File: src/rtl/mult_uart_sequencer.sv
// Multiplier sequencer. It takes operands A and B from the UART RX byte stream, then streams the 16-bit product out through the TX handshake.
// Defining MULT_SEQ_CHECKSUM_EN appends a third XOR checksum byte to every frame (SEND_CK state).
//
//  state     | meaning
//  ----------+--------------------------------------------------------------
//  GET_A     | idle, waiting for operand A byte
//  GET_B     | A held, waiting for operand B (timeout counter running)
//  CALC      | operands stable on multiplier for one cycle, product captured
//  SEND_0    | first product byte offered on TX, held until accepted
//  SEND_1    | second product byte offered on TX, held until accepted
//  SEND_CK   | checksum byte offered on TX (MULT_SEQ_CHECKSUM_EN only)
module mult_uart_sequencer #(
    parameter bit MSB_FIRST      = 1'b1,
    parameter int TIMEOUT_CYCLES = 1000000,
    parameter int TO_W           = 20
) (
    input  logic        clk,
    input  logic        rst_n,
    input  logic [7:0]  rx_data,
    input  logic        rx_valid,
    output logic [7:0]  mul_a,
    output logic [7:0]  mul_b,
    input  logic [15:0] mul_result,
    output logic [7:0]  tx_data,
    output logic        tx_valid,
    input  logic        tx_ready,
    output logic        busy,
    output logic        overrun,
    output logic        timeout
);

    typedef enum logic [2:0] {
        ST_GET_A,
        ST_GET_B,
        ST_CALC,
        ST_SEND_0,
        ST_SEND_1
`ifdef MULT_SEQ_CHECKSUM_EN
        ,
        ST_SEND_CK
`endif
    } state_t;

    localparam bit            TO_EN   = (TIMEOUT_CYCLES != 0);
    localparam logic [TO_W-1:0] TO_LAST = TO_W'(TIMEOUT_CYCLES - 1);

    state_t            state_q, state_d;
    logic [7:0]        mul_a_q, mul_a_d;
    logic [7:0]        mul_b_q, mul_b_d;
    logic [15:0]       prod_q, prod_d;
    logic [7:0]        tx_data_q, tx_data_d;
    logic              tx_valid_q, tx_valid_d;
    logic              overrun_q, overrun_d;
    logic              timeout_q, timeout_d;
    logic [TO_W-1:0]   ctr_q, ctr_d;

    logic [7:0]        first_byte;
    logic [7:0]        second_byte;
    logic              accepting;

    // The first byte comes straight from the multiplier so that it leaves CALC together with the product capture.
    assign first_byte  = MSB_FIRST ? mul_result[15:8] : mul_result[7:0];
    assign second_byte = MSB_FIRST ? prod_q[7:0]      : prod_q[15:8];
    assign accepting   = (state_q == ST_GET_A) || (state_q == ST_GET_B);

    always_ff @(posedge clk or negedge rst_n) begin
        if (!rst_n) begin
            state_q    <= ST_GET_A;
            mul_a_q    <= '0;
            mul_b_q    <= '0;
            prod_q     <= '0;
            tx_data_q  <= '0;
            tx_valid_q <= 1'b0;
            overrun_q  <= 1'b0;
            timeout_q  <= 1'b0;
            ctr_q      <= '0;
        end else begin
            state_q    <= state_d;
            mul_a_q    <= mul_a_d;
            mul_b_q    <= mul_b_d;
            prod_q     <= prod_d;
            tx_data_q  <= tx_data_d;
            tx_valid_q <= tx_valid_d;
            overrun_q  <= overrun_d;
            timeout_q  <= timeout_d;
            ctr_q      <= ctr_d;
        end
    end

    always_comb begin
        state_d    = state_q;
        mul_a_d    = mul_a_q;
        mul_b_d    = mul_b_q;
        prod_d     = prod_q;
        tx_data_d  = tx_data_q;
        tx_valid_d = tx_valid_q;
        overrun_d  = overrun_q;
        timeout_d  = 1'b0;
        ctr_d      = ctr_q;

        if (rx_valid && !accepting) begin
            overrun_d = 1'b1;
        end

        case (state_q)
            ST_GET_A: begin
                if (rx_valid) begin
                    mul_a_d = rx_data;
                    ctr_d   = '0;
                    state_d = ST_GET_B;
                end
            end
            ST_GET_B: begin
                // An arriving B byte takes priority over expiry in the same cycle.
                if (rx_valid) begin
                    mul_b_d = rx_data;
                    state_d = ST_CALC;
                end else if (TO_EN && (ctr_q == TO_LAST)) begin
                    timeout_d = 1'b1;
                    state_d   = ST_GET_A;
                end else begin
                    ctr_d = ctr_q + TO_W'(1);
                end
            end
            ST_CALC: begin
                prod_d     = mul_result;
                tx_data_d  = first_byte;
                tx_valid_d = 1'b1;
                state_d    = ST_SEND_0;
            end
            ST_SEND_0: begin
                if (tx_ready) begin
                    tx_data_d = second_byte;
                    state_d   = ST_SEND_1;
                end
            end
            ST_SEND_1: begin
                if (tx_ready) begin
`ifdef MULT_SEQ_CHECKSUM_EN
                    tx_data_d = prod_q[15:8] ^ prod_q[7:0];
                    state_d   = ST_SEND_CK;
`else
                    tx_valid_d = 1'b0;
                    state_d    = ST_GET_A;
`endif
                end
            end
`ifdef MULT_SEQ_CHECKSUM_EN
            ST_SEND_CK: begin
                if (tx_ready) begin
                    tx_valid_d = 1'b0;
                    state_d    = ST_GET_A;
                end
            end
`endif
            default: begin
                tx_valid_d = 1'b0;
                state_d    = ST_GET_A;
            end
        endcase
    end

    assign mul_a    = mul_a_q;
    assign mul_b    = mul_b_q;
    assign tx_data  = tx_data_q;
    assign tx_valid = tx_valid_q;
    assign busy     = (state_q != ST_GET_A);
    assign overrun  = overrun_q;
    assign timeout  = timeout_q;

endmodule
File: config.mk
export PLATFORM = sky130hd
export DESIGN_NAME = mult_uart_sequencer
export DESIGN_NICKNAME = d
export VERILOG_FILES = /design/src/rtl/mult_uart_sequencer.sv
export SDC_FILE = /design/constraint.sdc
export NUM_CORES = 1
export LEC_CHECK = 0
export CORE_AREA = 2 2 88 90
export CTS_BUF_LIST = sky130_fd_sc_hd__clkbuf_2 sky130_fd_sc_hd__clkbuf_4 sky130_fd_sc_hd__clkbuf_8
export DETAILED_ROUTE_END_ITERATION = 12
export DIE_AREA = 0 0 90 92
export SLEW_MARGIN = 20
export SYNTH_ARGS = -nofsm -noshare
export SYNTH_HDL_FRONTEND = slang
export SYNTH_SLANG_ARGS = --single-unit
File: constraint.sdc
create_clock -name clk -period 4.7 [get_ports clk]
set_input_delay 0.94 -clock clk [delete_from_list [all_inputs] [get_ports clk]]
set_output_delay 0.94 -clock clk [all_outputs]
set_load 0.05 [all_outputs]
==> impl_results.rst <==
.. list-table::
   :header-rows: 1

   * - Metric
     - Value
   * - Result of the run
     - complete, no violations
   * - Crit path capture
     - busy
   * - Start of the worst register-to-register path
     - state_q[1]$_DFFE_PN0P_
   * - Global routing usage on met2
     - 0.235
   * - Mean number of vias per cell
     - 5.07
   * - Type of origin of the critical path
     - register
   * - TritonCTS clock tree
     - built
   * - Area fraction of the dominant cell type after synthesis
     - 0.514
   * - Switching portion of total power
     - 0.444
   * - Number of diodes
     - 0
   * - Total power divided by cell area
     - 649 nW/um^2
   * - Worst Tran Pin Value
     - 0.963 ns
   * - Global Route Usage Sum
     - 0.154
   * - Peak Freq
     - 0.344 GHz
   * - Portion of netlist area occupied by mux cells
     - 0.152
   * - Crit path capture type
     - primary output
   * - Via count of the first global-routing pass
     - 2054
   * - Total standard cell area after synthesis
     - 2830 sq um
   * - Starting density of the core
     - 0.380
   * - Met1 demand-to-capacity share in global routing
     - 0.205
   * - Fraction of the mapped netlist area in simple logic gates
     - 0.175
   * - Part of the power in the clock network
     - 0.170
   * - Worst-Skew Late Latency
     - 0.34 ns
   * - Vias post-DR
     - 2144
   * - Data arrival time of the critical path
     - 1.97 ns
   * - Die width
     - 90 um
   * - Antenna violations before repair
     - 0
   * - Area of the die
     - 8280 sq um
   * - Post-Synthesis Cells
     - 260
   * - Net switching power
     - 1.04 mW
   * - Clock input transition at the sequential cells of the worst setup and hold paths
     - 0.07 ns
   * - Synth-to-layout area growth
     - 28.2%
   * - Largest area contributor in the netlist
     - sky130_fd_sc_hd__dfrtp_1
   * - Post-cts hold buffer count
     - 0
   * - Worst setup slack for register-to-register paths
     - 2.57 ns
   * - Pre-CTS setup slack
     - 1.68 ns
   * - TritonRoute pass-1 iters
     - 5
   * - Post-detailed-routing wire length
     - 6010 um
   * - Static leakage power
     - 1.53 nW
   * - Post-Synthesis Net Count
     - 289
   * - Type of the tightest min-delay check
     - register to register
   * - Cell internal pwr
     - 1.31 mW
   * - TritonCTS Buffers
     - 9
   * - Post-DRT Antenna Nets
     - 0
   * - Part of the cycle the worst path needs
     - 0.618
   * - Maximum number of pins on one net before global-route repair
     - 36
   * - Combinational family with the most area after synthesis
     - simple AND/OR/NAND/NOR gates
   * - Synthesized-area fraction occupied by ao, oa, aoi and oai cells
     - 0.121
   * - EDFF count, synth
     - 0
   * - Clock Tree Buf Depth
     - 2
   * - Data required time of the worst path
     - 3.76 ns
   * - Setup total negative slack
     - 0 ns
   * - Setup Viol. Count Final
     - 0
   * - Layout net count
     - 345
   * - First-pass GRT wire length
     - 10100 um
   * - H-tree Lvls
     - 3
   * - IO Port Bufs
     - 55
   * - Filler cell count in the final layout
     - 736
   * - Crit path time final
     - 2.91 ns
   * - Ys flop type
     - sky130_fd_sc_hd__dfrtp_1
   * - Post-cts sizing count
     - 0
   * - Routability cong.
     - 0.759
   * - Post-synthesis sequential area ratio
     - 0.514
   * - I/O pin count
     - 56
   * - Post-Synth XOR/XNOR Area
     - 0
   * - Max transition margin
     - 0.354
   * - WL/cell
     - 14.2 um
   * - Worst setup slack after layout
     - 1.79 ns
   * - Grt peak-use layer
     - met2
   * - Cell depth of the worst flop-to-flop path
     - 5
   * - Logic gate share of total power
     - 0.483
   * - Final Hold Viols
     - 0
   * - Total of warnings raised by yosys
     - 0
   * - Maxcap violations
     - 0
   * - GR met3 Demand/Resource
     - 0.0353
   * - Count of clock tree sinks
     - 58
   * - Capture point of the worst reg-to-reg path
     - ctr_q[5]$_DFFE_PN0P_
   * - Die height
     - 92 um
   * - Ys async rst share
     - 1.00
   * - Number of standard-cell rows in the floorplan
     - 32
   * - Top post-synthesis cells by area
     - sky130_fd_sc_hd__dfrtp_1 51%, sky130_fd_sc_hd__mux2_2 9.6%, sky130_fd_sc_hd__mux2i_1 5.7%, sky130_fd_sc_hd__nand2_1 3.7%, sky130_fd_sc_hd__o21ai_0 3.4%
   * - Max-slew violation count
     - 0
   * - RSZ-0062 raised after global routing
     - false
   * - Number of buffers inserted by post-CTS setup repair
     - 0
   * - Post-route DRC
     - 0
   * - Layout cells sized above 1
     - 0.171
   * - Adder and majority gate portion of the synthesized area
     - 0.00443
   * - Synth Area per Inst
     - 10.9 sq um
   * - Fraction of power consumed by sequential logic
     - 0.347
   * - Type of the worst setup path
     - register to primary output
   * - Commonest cells after routing, fill and taps aside
     - 58 x sky130_fd_sc_hd__dfrtp_1, 54 x sky130_fd_sc_hd__clkdlybuf4s50_1, 28 x sky130_fd_sc_hd__nand2_1
   * - Maximum ir drop on the vdd rail
     - 0.392 mV
   * - Distinct cell type count of the synthesized netlist
     - 44
   * - Total congestion overflow
     - 0
   * - Largest fanout of any net on the critical path
     - 10
   * - FF+latch count, synth
     - 58
   * - Master cell of the clock root buffer
     - sky130_fd_sc_hd__clkbuf_8
   * - DR iter-0 viols
     - 130
   * - Worst setup startpoint
     - state_q[1]$_DFFE_PN0P_
   * - CORE AREA
     - 7450 sq um
   * - Clock skew
     - 0.00691 ns
   * - Most common cell after layout, fill and taps aside
     - sky130_fd_sc_hd__dfrtp_1
   * - Estimated wirelength of the detail-placed design
     - 4130 um
[logic make-up (layout without fill, tap and decap cells)]
kind of cell             count (synthesis)  in the layout
buffers and inverters                   20             81
multiplexers                            40             40
AO/OA/AOI/OAI                           50             50
flip-flops                              58             58
adder cells (fa/ha/maj)                  1              1
AND/OR/NAND/NOR                         91             91
[cell usage after synthesis (all sizes together) (3+ instances only)]
library cell / count
dfrtp: 58
nand3: 9
nor4: 4
nor2: 15
clkbuf: 6
nand2: 28
buf: 7
o2bb2ai: 7
mux2i: 16
o21ai: 21
or2: 3
a21oi: 10
mux2: 24
inv: 7
nand4: 7
nor3: 10
[worst max-delay path, stage by stage (launching register included)]
cell                              delay (ns)
sky130_fd_sc_hd__dfrtp_1                0.49
sky130_fd_sc_hd__nor3_1                 0.34
sky130_fd_sc_hd__inv_1                  0.07
sky130_fd_sc_hd__clkdlybuf4s50_1        0.73
[stage by stage]
step                      area [sq um]   util  power, mW  cells  hold WS (ns)
after floorplan                   2830      -       1.62    260         0.438
after global placement            3450  0.464       1.95    407         0.462
after detailed placement          3450  0.464       1.97    407         0.469
after CTS                         3620  0.486       2.38    423         0.487
after global routing              3620  0.486       2.49    423         0.515
final                             3620  0.486       2.35    423         0.474
[worst min-delay path by stage]
stage,from,to,slack (ns),cells after the start
3_5_place_dp,overrun$_DFFE_PN0P_,overrun$_DFFE_PN0P_,0.47,1
6_report,overrun$_DFFE_PN0P_,overrun$_DFFE_PN0P_,0.47,1
3_3_place_gp,tx_data[2]$_DFFE_PN0P_,tx_data[2]$_DFFE_PN0P_,0.46,2
2_1_floorplan,ctr_q[18]$_DFFE_PN0P_,ctr_q[18]$_DFFE_PN0P_,0.44,1
4_1_cts,overrun$_DFFE_PN0P_,overrun$_DFFE_PN0P_,0.49,1
5_1_grt,tx_data[0]$_DFFE_PN0P_,tx_data[0]$_DFFE_PN0P_,0.51,2
[area by class of cell]
cell class	instances	area (sq um)	share of cell area
Clock buffer	10	138	0.0380
Clock inverter	6	32.5	0.00898
Inverter	7	26.3	0.00725
Multi-Input combinational cell	182	1280	0.353
Sequential cell	58	1450	0.401
Tap cell	102	128	0.0352
Timing Repair Buffer	58	568	0.157
[state kept, by name, summed over array words and instances, names as in the netlist]
| register | flops |
|---|---|
| ctr_q | 20 |
| mul_a | 8 |
| mul_b | 8 |
| overrun | 1 |
| prod_q | 8 |
| state_q | 3 |
| timeout | 1 |
| tx_data | 8 |
| tx_valid | 1 |
[power groups by stage]
| stage | clock network [mW] | logic (mW) | registers, mW |
|---|---|---|---|
| 2_1_floorplan | 0 | 0.478 | 1.14 |
| 3_3_place_gp | 0 | 1.13 | 0.819 |
| 3_5_place_dp | 0 | 1.14 | 0.822 |
| 4_1_cts | 0.413 | 1.15 | 0.816 |
| 5_1_grt | 0.437 | 1.21 | 0.845 |
| 6_report | 0.399 | 1.14 | 0.815 |
[metal layers]
layer,part of all wire,up-vias,routed length (um)
met3,0.034,8,205
met4,0.019,0,112
met1,0.48,1037,2900
met2,0.46,44,2780
met5,0,-,0
li1,-,1055,-
Note: power is estimated with default switching activity, not from simulation.
